## config.mk

```make
export PLATFORM = sky130hd
export DESIGN_NAME = serv_bus_bridge
export DESIGN_NICKNAME = d
export VERILOG_FILES = /design/src/rtl/serv_bus_bridge.sv
export SDC_FILE = /design/constraint.sdc
export NUM_CORES = 1
export LEC_CHECK = 0
export CAP_MARGIN = 20
export CORE_AREA = 2 2 136 138
export DETAILED_ROUTE_END_ITERATION = 8
export DIE_AREA = 0 0 138 140
export DONT_BUFFER_PORTS = 1
export SKIP_CTS_REPAIR_TIMING = 1
export SYNTH_ARGS = -nofsm -noshare
export SYNTH_HDL_FRONTEND = slang
export SYNTH_SLANG_ARGS = --single-unit
```

## constraint.sdc

```tcl
create_clock -name clk -period 5.45 [get_ports clk]
set_clock_uncertainty 0.15 [all_clocks]
set_input_delay 0.2725 -clock clk [delete_from_list [all_inputs] [get_ports clk]]
set_output_delay 0.2725 -clock clk [all_outputs]
set_load 0.01 [all_outputs]
```

## src/rtl/serv_bus_bridge.sv

```systemverilog
// serv_bus_bridge: arbitrates SERV ibus/dbus onto a single-port RAM or a peripheral Wishbone port
module serv_bus_bridge #(
    parameter  int MEM_BYTES = 8192,
    parameter  int TIMEOUT   = 255,
    localparam int AW        = $clog2(MEM_BYTES / 4),
    localparam int TW        = $clog2(TIMEOUT + 1)
) (
    input  logic          clk,
    input  logic          i_rst,
    input  logic [31:0]   i_ibus_adr,
    input  logic          i_ibus_cyc,
    output logic [31:0]   o_ibus_rdt,
    output logic          o_ibus_ack,
    input  logic [31:0]   i_dbus_adr,
    input  logic [31:0]   i_dbus_dat,
    input  logic [3:0]    i_dbus_sel,
    input  logic          i_dbus_we,
    input  logic          i_dbus_cyc,
    output logic [31:0]   o_dbus_rdt,
    output logic          o_dbus_ack,
    output logic [AW-1:0] o_mem_adr,
    output logic          o_mem_en,
    output logic [3:0]    o_mem_we,
    output logic [31:0]   o_mem_wdat,
    input  logic [31:0]   i_mem_rdat,
    output logic [31:0]   o_per_adr,
    output logic [31:0]   o_per_dat,
    output logic [3:0]    o_per_sel,
    output logic          o_per_we,
    output logic          o_per_cyc,
    input  logic [31:0]   i_per_rdt,
    input  logic          i_per_ack,
    output logic          o_per_err
);
    typedef enum logic [2:0] {IDLE, MEM, PER, ACK, GAP} state_t;
    state_t state, state_nxt;
    logic dsel;
    logic [31:0] adr, dat, pdat, gadr, rdt;
    logic [3:0] sel;
    logic we, gnt, to, hit, ack, run;
    logic [TW-1:0] cnt;
    assign run  = !i_rst;
    assign gnt  = i_dbus_cyc | i_ibus_cyc;
    assign gadr = i_dbus_cyc ? i_dbus_adr : i_ibus_adr;
    assign hit  = adr < 32'(MEM_BYTES);
    assign to   = (cnt == TW'(TIMEOUT - 1)) && !i_per_ack;
    // State register, request latch, timeout counter and captured peripheral data
    always_ff @(posedge clk) begin
        if (i_rst) begin
            state <= IDLE;
            dsel  <= 1'b0;
            adr   <= '0;
            dat   <= '0;
            sel   <= '0;
            we    <= 1'b0;
            cnt   <= '0;
            pdat  <= '0;
        end else begin
            state <= state_nxt;
            if (state == IDLE) begin
                cnt <= '0;
                if (gnt) begin
                    dsel <= i_dbus_cyc;
                    adr  <= gadr;
                    dat  <= i_dbus_cyc ? i_dbus_dat : '0;
                    sel  <= i_dbus_cyc ? i_dbus_sel : 4'hf;
                    we   <= i_dbus_cyc & i_dbus_we;
                end
            end
            if (state == PER) begin
                if (i_per_ack) pdat <= i_per_rdt;
                else begin
                    cnt <= cnt + TW'(1);
                    if (to) pdat <= '0;
                end
            end
        end
    end
    // Next-state decode; dbus has priority, GAP keeps a stale cyc from being re-granted
    always_comb begin
        state_nxt = state;
        case (state)
            IDLE:    if (gnt) state_nxt = (gadr < 32'(MEM_BYTES)) ? MEM : PER;
            MEM:     state_nxt = ACK;
            PER:     if (i_per_ack || to) state_nxt = ACK;
            ACK:     state_nxt = GAP;
            GAP:     state_nxt = IDLE;
            default: state_nxt = IDLE;
        endcase
    end
    assign o_mem_en   = run && state == MEM;
    assign o_mem_we   = (o_mem_en && we) ? sel : 4'h0;
    assign o_mem_adr  = adr[AW+1:2];
    assign o_mem_wdat = dat;
    assign o_per_cyc  = run && state == PER;
    assign o_per_err  = o_per_cyc && to;
    assign o_per_adr  = adr;
    assign o_per_dat  = dat;
    assign o_per_sel  = sel;
    assign o_per_we   = we;
    assign ack        = run && state == ACK;
    assign rdt        = (ack && !we) ? (hit ? i_mem_rdat : pdat) : 32'h0;
    assign o_dbus_ack = ack && dsel;
    assign o_ibus_ack = ack && !dsel;
    assign o_dbus_rdt = dsel ? rdt : 32'h0;
    assign o_ibus_rdt = dsel ? 32'h0 : rdt;
endmodule

```

Word level (Yosys, flattened, before mapping):

Index checks and enable logic that the tools add are counted.

* flip-flop bits (word level): 113
* input bits: 170

* multiplexer cells: 17
* equality and inequality tests: 6
* magnitude comparators: 2
* $add $sub $neg: 1
* reductions and logical operators: 19
* bitwise logic cells: 2

Operators by type and width (number)
* 32-bit 2-to-1 mux: 8
* 32-bit by 14-bit < comparator with 1-bit output (second input constant): 2
* 8-bit 2-to-1 mux: 3
* 3-bit case mux with 4 select lines: 1
* 1-bit logical AND: 9
* 8-bit by 1-bit adder with 8-bit output (second input constant): 1
* 8-bit == test (second input constant): 1
* 4-bit 2-to-1 mux: 2
* 3-bit by 2-bit == test with 1-bit output (second input constant): 2
* 3-bit 2-to-1 mux: 2
* 2-bit AND reduction: 3
* 1-bit logical NOT: 4
* 3-bit by 1-bit == test with 1-bit output (second input constant): 1
* 3-bit logical NOT: 1
* 2-bit 2-to-1 mux: 1
* 2-bit by 1-bit inequality test with 1-bit output (second input constant): 1
* 2-bit inequality test (second input constant): 1
* 2-bit nonzero test: 1
* 1-bit AND: 1
* 1-bit logical OR: 1
* 1-bit bitwise OR: 1

Logic depth before layout (Yosys ltp):

* word-level depth: 5
* depth in mapped cells: 7
* gate-level depth less buffers: 6

Worst setup path after synthesis:

No wires, ideal clock.

* path type: register to output
* start point: register adr[15], in the netlist o_per_adr[15]
* end point: output o_dbus_rdt[10]
* arrival time: 1652 ps
* path buffers: 2
* stages on the path, launching flop included: 7
* data required time: 5028 ps
* setup slack: 3376 ps
* path through: dfxtp_1 > nor4_1 > and4_1 > clkbuf_1 > clkbuf_1 > nand3_1 > a21oi_1

* word-level cells in the longest chain between the ends: 4

Ends and longest elaborated chain
* start: declaration: RTL line 38 `logic [31:0] adr, dat, pdat, gadr, rdt;`
* start signal: assignment: RTL line 64 `adr <= gadr;`
* 32-bit by 14-bit < comparator with 1-bit output: RTL line 45 `assign hit = adr < 32'(MEM_BYTES);`
* 32-bit 2-to-1 mux (2 in a row): RTL line 102 `assign rdt = (ack && !we) ? (hit ? i_mem_rdat : pdat) : 32'h0;`
* 32-bit 2-to-1 mux: RTL line 105 `assign o_dbus_rdt = dsel ? rdt : 32'h0;`
* end: declaration: RTL line 19 `output logic [31:0] o_dbus_rdt,`

Every way passes these cells.

Final worst setup path:

* start point: register adr[23], in the netlist o_per_adr[23]
* end point: output o_dbus_rdt[0]

The elaborated chain is that of the path after synthesis.

==> impl_metrics.sql <==
INSERT INTO impl_metrics (metric_group, metric, value, unit) VALUES
('outcome', 'outcome', 'complete, but fails checks', ''),
('outcome', 'failing_checks', 'negative hold slack', ''),
('critical_path', 'reg2reg_slack', '3.00', 'ns'),
('global_route', 'grt_overflow', '0', ''),
('finish', 'post_route_cell_area', '0.00704', 'sq mm'),
('synthesis', 'ys_seq_area_share', '41.7', '%'),
('routing', 'detailedRoute.firstIterationViolations', '284', ''),
('power', 'power_per_cell_area', '352', 'mW/mm^2'),
('synthesis', 'yosysWarnings', '0', ''),
('critical_path', 'critPathCaptureType', 'output pin', ''),
('synthesis', 'syn-mean-instance-area', '8.44', 'sq um'),
('sta', 'slew_headroom', '29.9', '%'),
('synthesis', 'post_synth_instance_area', '0.00543', 'sq mm'),
('placed_design', 'placed_cells', '778', ''),
('synthesis', 'synth.area.top_cells', 'dfxtp_1 (42%), a21oi_1 (6.6%), buf_4 (6.1%)', ''),
('global_route', 'global_route.peak_usage_layer', 'met2', ''),
('clock_tree', 'numClockSinks', '113', ''),
('sta', 'max_freq', '0.321', 'GHz'),
('job', 'drv.max_cap_violation_count', '0', ''),
('critical_path', 'critical-path-top-delay-family', 'simple AND/OR/NAND/NOR gates', ''),
('critical_path', 'crit_slowest_cell', 'nor4_1', ''),
('critical_path', 'worst_path_largest_cell_delay', '0.57', 'ns'),
('clock_tree', 'clock_insertion_delay_worst_skew', '0.40', 'ns'),
('critical_path', 'path_class', 'reg -> out', ''),
('power', 'p_leak', '2.50', 'nW'),
('routing', 'drc_errors', '0', ''),
('floorplanning', 'fp-row-count', '49', ''),
('sta', 'fin_worst_hold_slack', '-0.0134', 'ns'),
('clock_tree', 'cts_made_buffers', '17', ''),
('floorplanning', 'core', '0.0178', 'sq mm'),
('critical_path', 'critPathLaunchType', 'flip-flop', ''),
('clock_tree', 'tritoncts_clock_tree', 'built', ''),
('finish', 'finalNonFillerCells', '924', ''),
('routing', 'drt_wl_total', '17600', 'um'),
('critical_path', 'worst_ep_arrival_time', '2.69', 'ns'),
('synthesis', 'ys_top_cells_by_count', 'dfxtp_1 (113), nor2_1 (88), a21oi_1 (72)', ''),
('placed_design', 'setup_slack_after_placement', '2.47', 'ns'),
('power', 'worst_ir_drop_vdd', '0.000200', 'V'),
('global_route', 'grt_first_pass_wirelength', '24500', 'um'),
('synthesis', 'synth_nets', '815', ''),
('routing', 'routed_length_per_instance', '19.1', 'um'),
('placed_design', 'place.port_buffers', '0', ''),
('placed_design', 'place_congestion', '0.850', ''),
('global_route', 'grt.total_usage', '15.9', '%'),
('global_route', 'grt_antenna_before_repair', '0', ''),
('critical_path', 'cp.required', '5.03', 'ns'),
('synthesis', 'number_of_synthesized_register_bits', '113', ''),
('sta', 'timing_worst_slew_pin_value', '1.04', 'ns'),
('clock_tree', 'clkSlewWorstSetupHoldPaths', '0.06', 'ns'),
('critical_path', 'r2r_cells', '4', ''),
('floorplanning', 'fp.dieW', '138', 'um'),
('floorplanning', 'start_util', '30.5', '%'),
('finish', 'final_layout_size_suffix_gt1_share', '6.76', '%'),
('hold_path', 'timing.hold.worst_endpoint', 'o_per_adr[0]', ''),
('clock_tree', 'clock_path_buffers', '2', ''),
('routing', 'first_pass_iters', '5', ''),
('synthesis', 'postSynthCellCount', '643', ''),
('sta', 'hold_viol', '8', ''),
('floorplanning', 'io_pins', '355', ''),
('clock_tree', 'cts_max_level', '4', ''),
('global_route', 'grt_use_met2', '25.4', '%'),
('sta', 'grt_setup_unrepaired', 'false', ''),
('routing', 'dr_vias', '5074', ''),
('hold_path', 'min_path_type', 'in -> reg', ''),
('sta', 'final.setup.worst_slack', '2.34', 'ns'),
('placed_design', 'post_place_cell_area', '0.00524', 'sq mm'),
('critical_path', 'timing.critical_path.cells', 'nor4_1, and4_1, buf_16, nand3_1, a21oi_1', ''),
('placed_design', 'place_hpwl', '11600', 'um'),
('critical_path', 'origin_of_the_critical_flop_to_flop_path', 'state[1]', ''),
('sta', 'shortest_clock_period_the_worst_path_allows_after_layout', '3.11', 'ns'),
('synthesis', 'yosysMostFrequentCell', 'dfxtp_1', '');
## area by class of cell
| type | instances | area (sq um) |
|---|---|---|
| inverters | 2 | 7.51 |
| flip-flops and latches | 113 | 2260 |
| clock buffers | 20 | 457 |
| well taps | 229 | 287 |
| repair buffers | 121 | 1290 |
| fillers | 1723 | 10700 |
| multi-input cells | 427 | 2600 |
| clock inverters | 12 | 133 |
## routing by layer
metal | wire length [um] | up-vias
met5 | 0 | -
met4 | 542 | 0
met3 | 1260 | 39
met2 | 8840 | 280
met1 | 6970 | 2353
li1 | - | 2402
## flip-flops by register name, indices dropped and copies added, names as in the netlist
name	cells
cnt	8
dsel	1
o_mem_wdat	32
o_per_adr	32
o_per_sel	4
o_per_we	1
pdat	32
state	3
## per-stage QoR
| step | power, mW | util (%) |
|---|---|---|
| after global placement | 1.30 | 29.2 |
| after global routing | 2.61 | 39.6 |
| after detailed placement | 1.30 | 29.5 |
| after CTS | 2.42 | 32.8 |
| after floorplan | 1.28 | - |
| final | 2.48 | 39.6 |
## cell usage in the layout, fill, tap and decap left out, types with 9 or more instances in the layout
master         instances
nor2_1                87
mux2i_1               32
dlygate4sd3_1        110
nand2_1                9
dfxtp_1              113
clkbuf_16             17
a21oi_1               72
o21ai_0               32
nand3_1               39
a22oi_1               33
a211oi_1              34
a22o_1                32
nor4_1                13
## report_power, final
part	total (mW)	internal [mW]	leakage (nW)	switching (mW)
sequential	1.01	0.899	0.926	0.112
clock	1.10	0.698	0.283	0.402
combinational	0.365	0.163	1.29	0.202
## worst max path at each step
stage | from | end | slack, ns | depth (start not counted)
2_1_floorplan | o_per_adr[15] | o_dbus_rdt[10] | 3.38 | 6
3_3_place_gp | o_per_adr[23] | o_ibus_rdt[25] | 2.22 | 4
3_5_place_dp | o_per_adr[24] | o_ibus_rdt[31] | 2.47 | 4
4_1_cts | o_per_adr[23] | o_ibus_rdt[31] | 2.01 | 4
5_1_grt | o_per_adr[24] | o_dbus_rdt[0] | 2.18 | 5
6_report | o_per_adr[23] | o_dbus_rdt[0] | 2.34 | 5
## cells by family after synthesis
logic type | count (synthesis) | synth area share (%)
AO/OA/AOI/OAI | 214 | 25.4
XOR/XNOR | 2 | 0.323
adder cells (fa/ha/maj) | 2 | 0.461
buffers and inverters | 103 | 10.8
flip-flops | 113 | 41.7
multiplexers | 32 | 5.90
AND/OR/NAND/NOR | 177 | 15.4
Power figures use the tool's default switching activity.
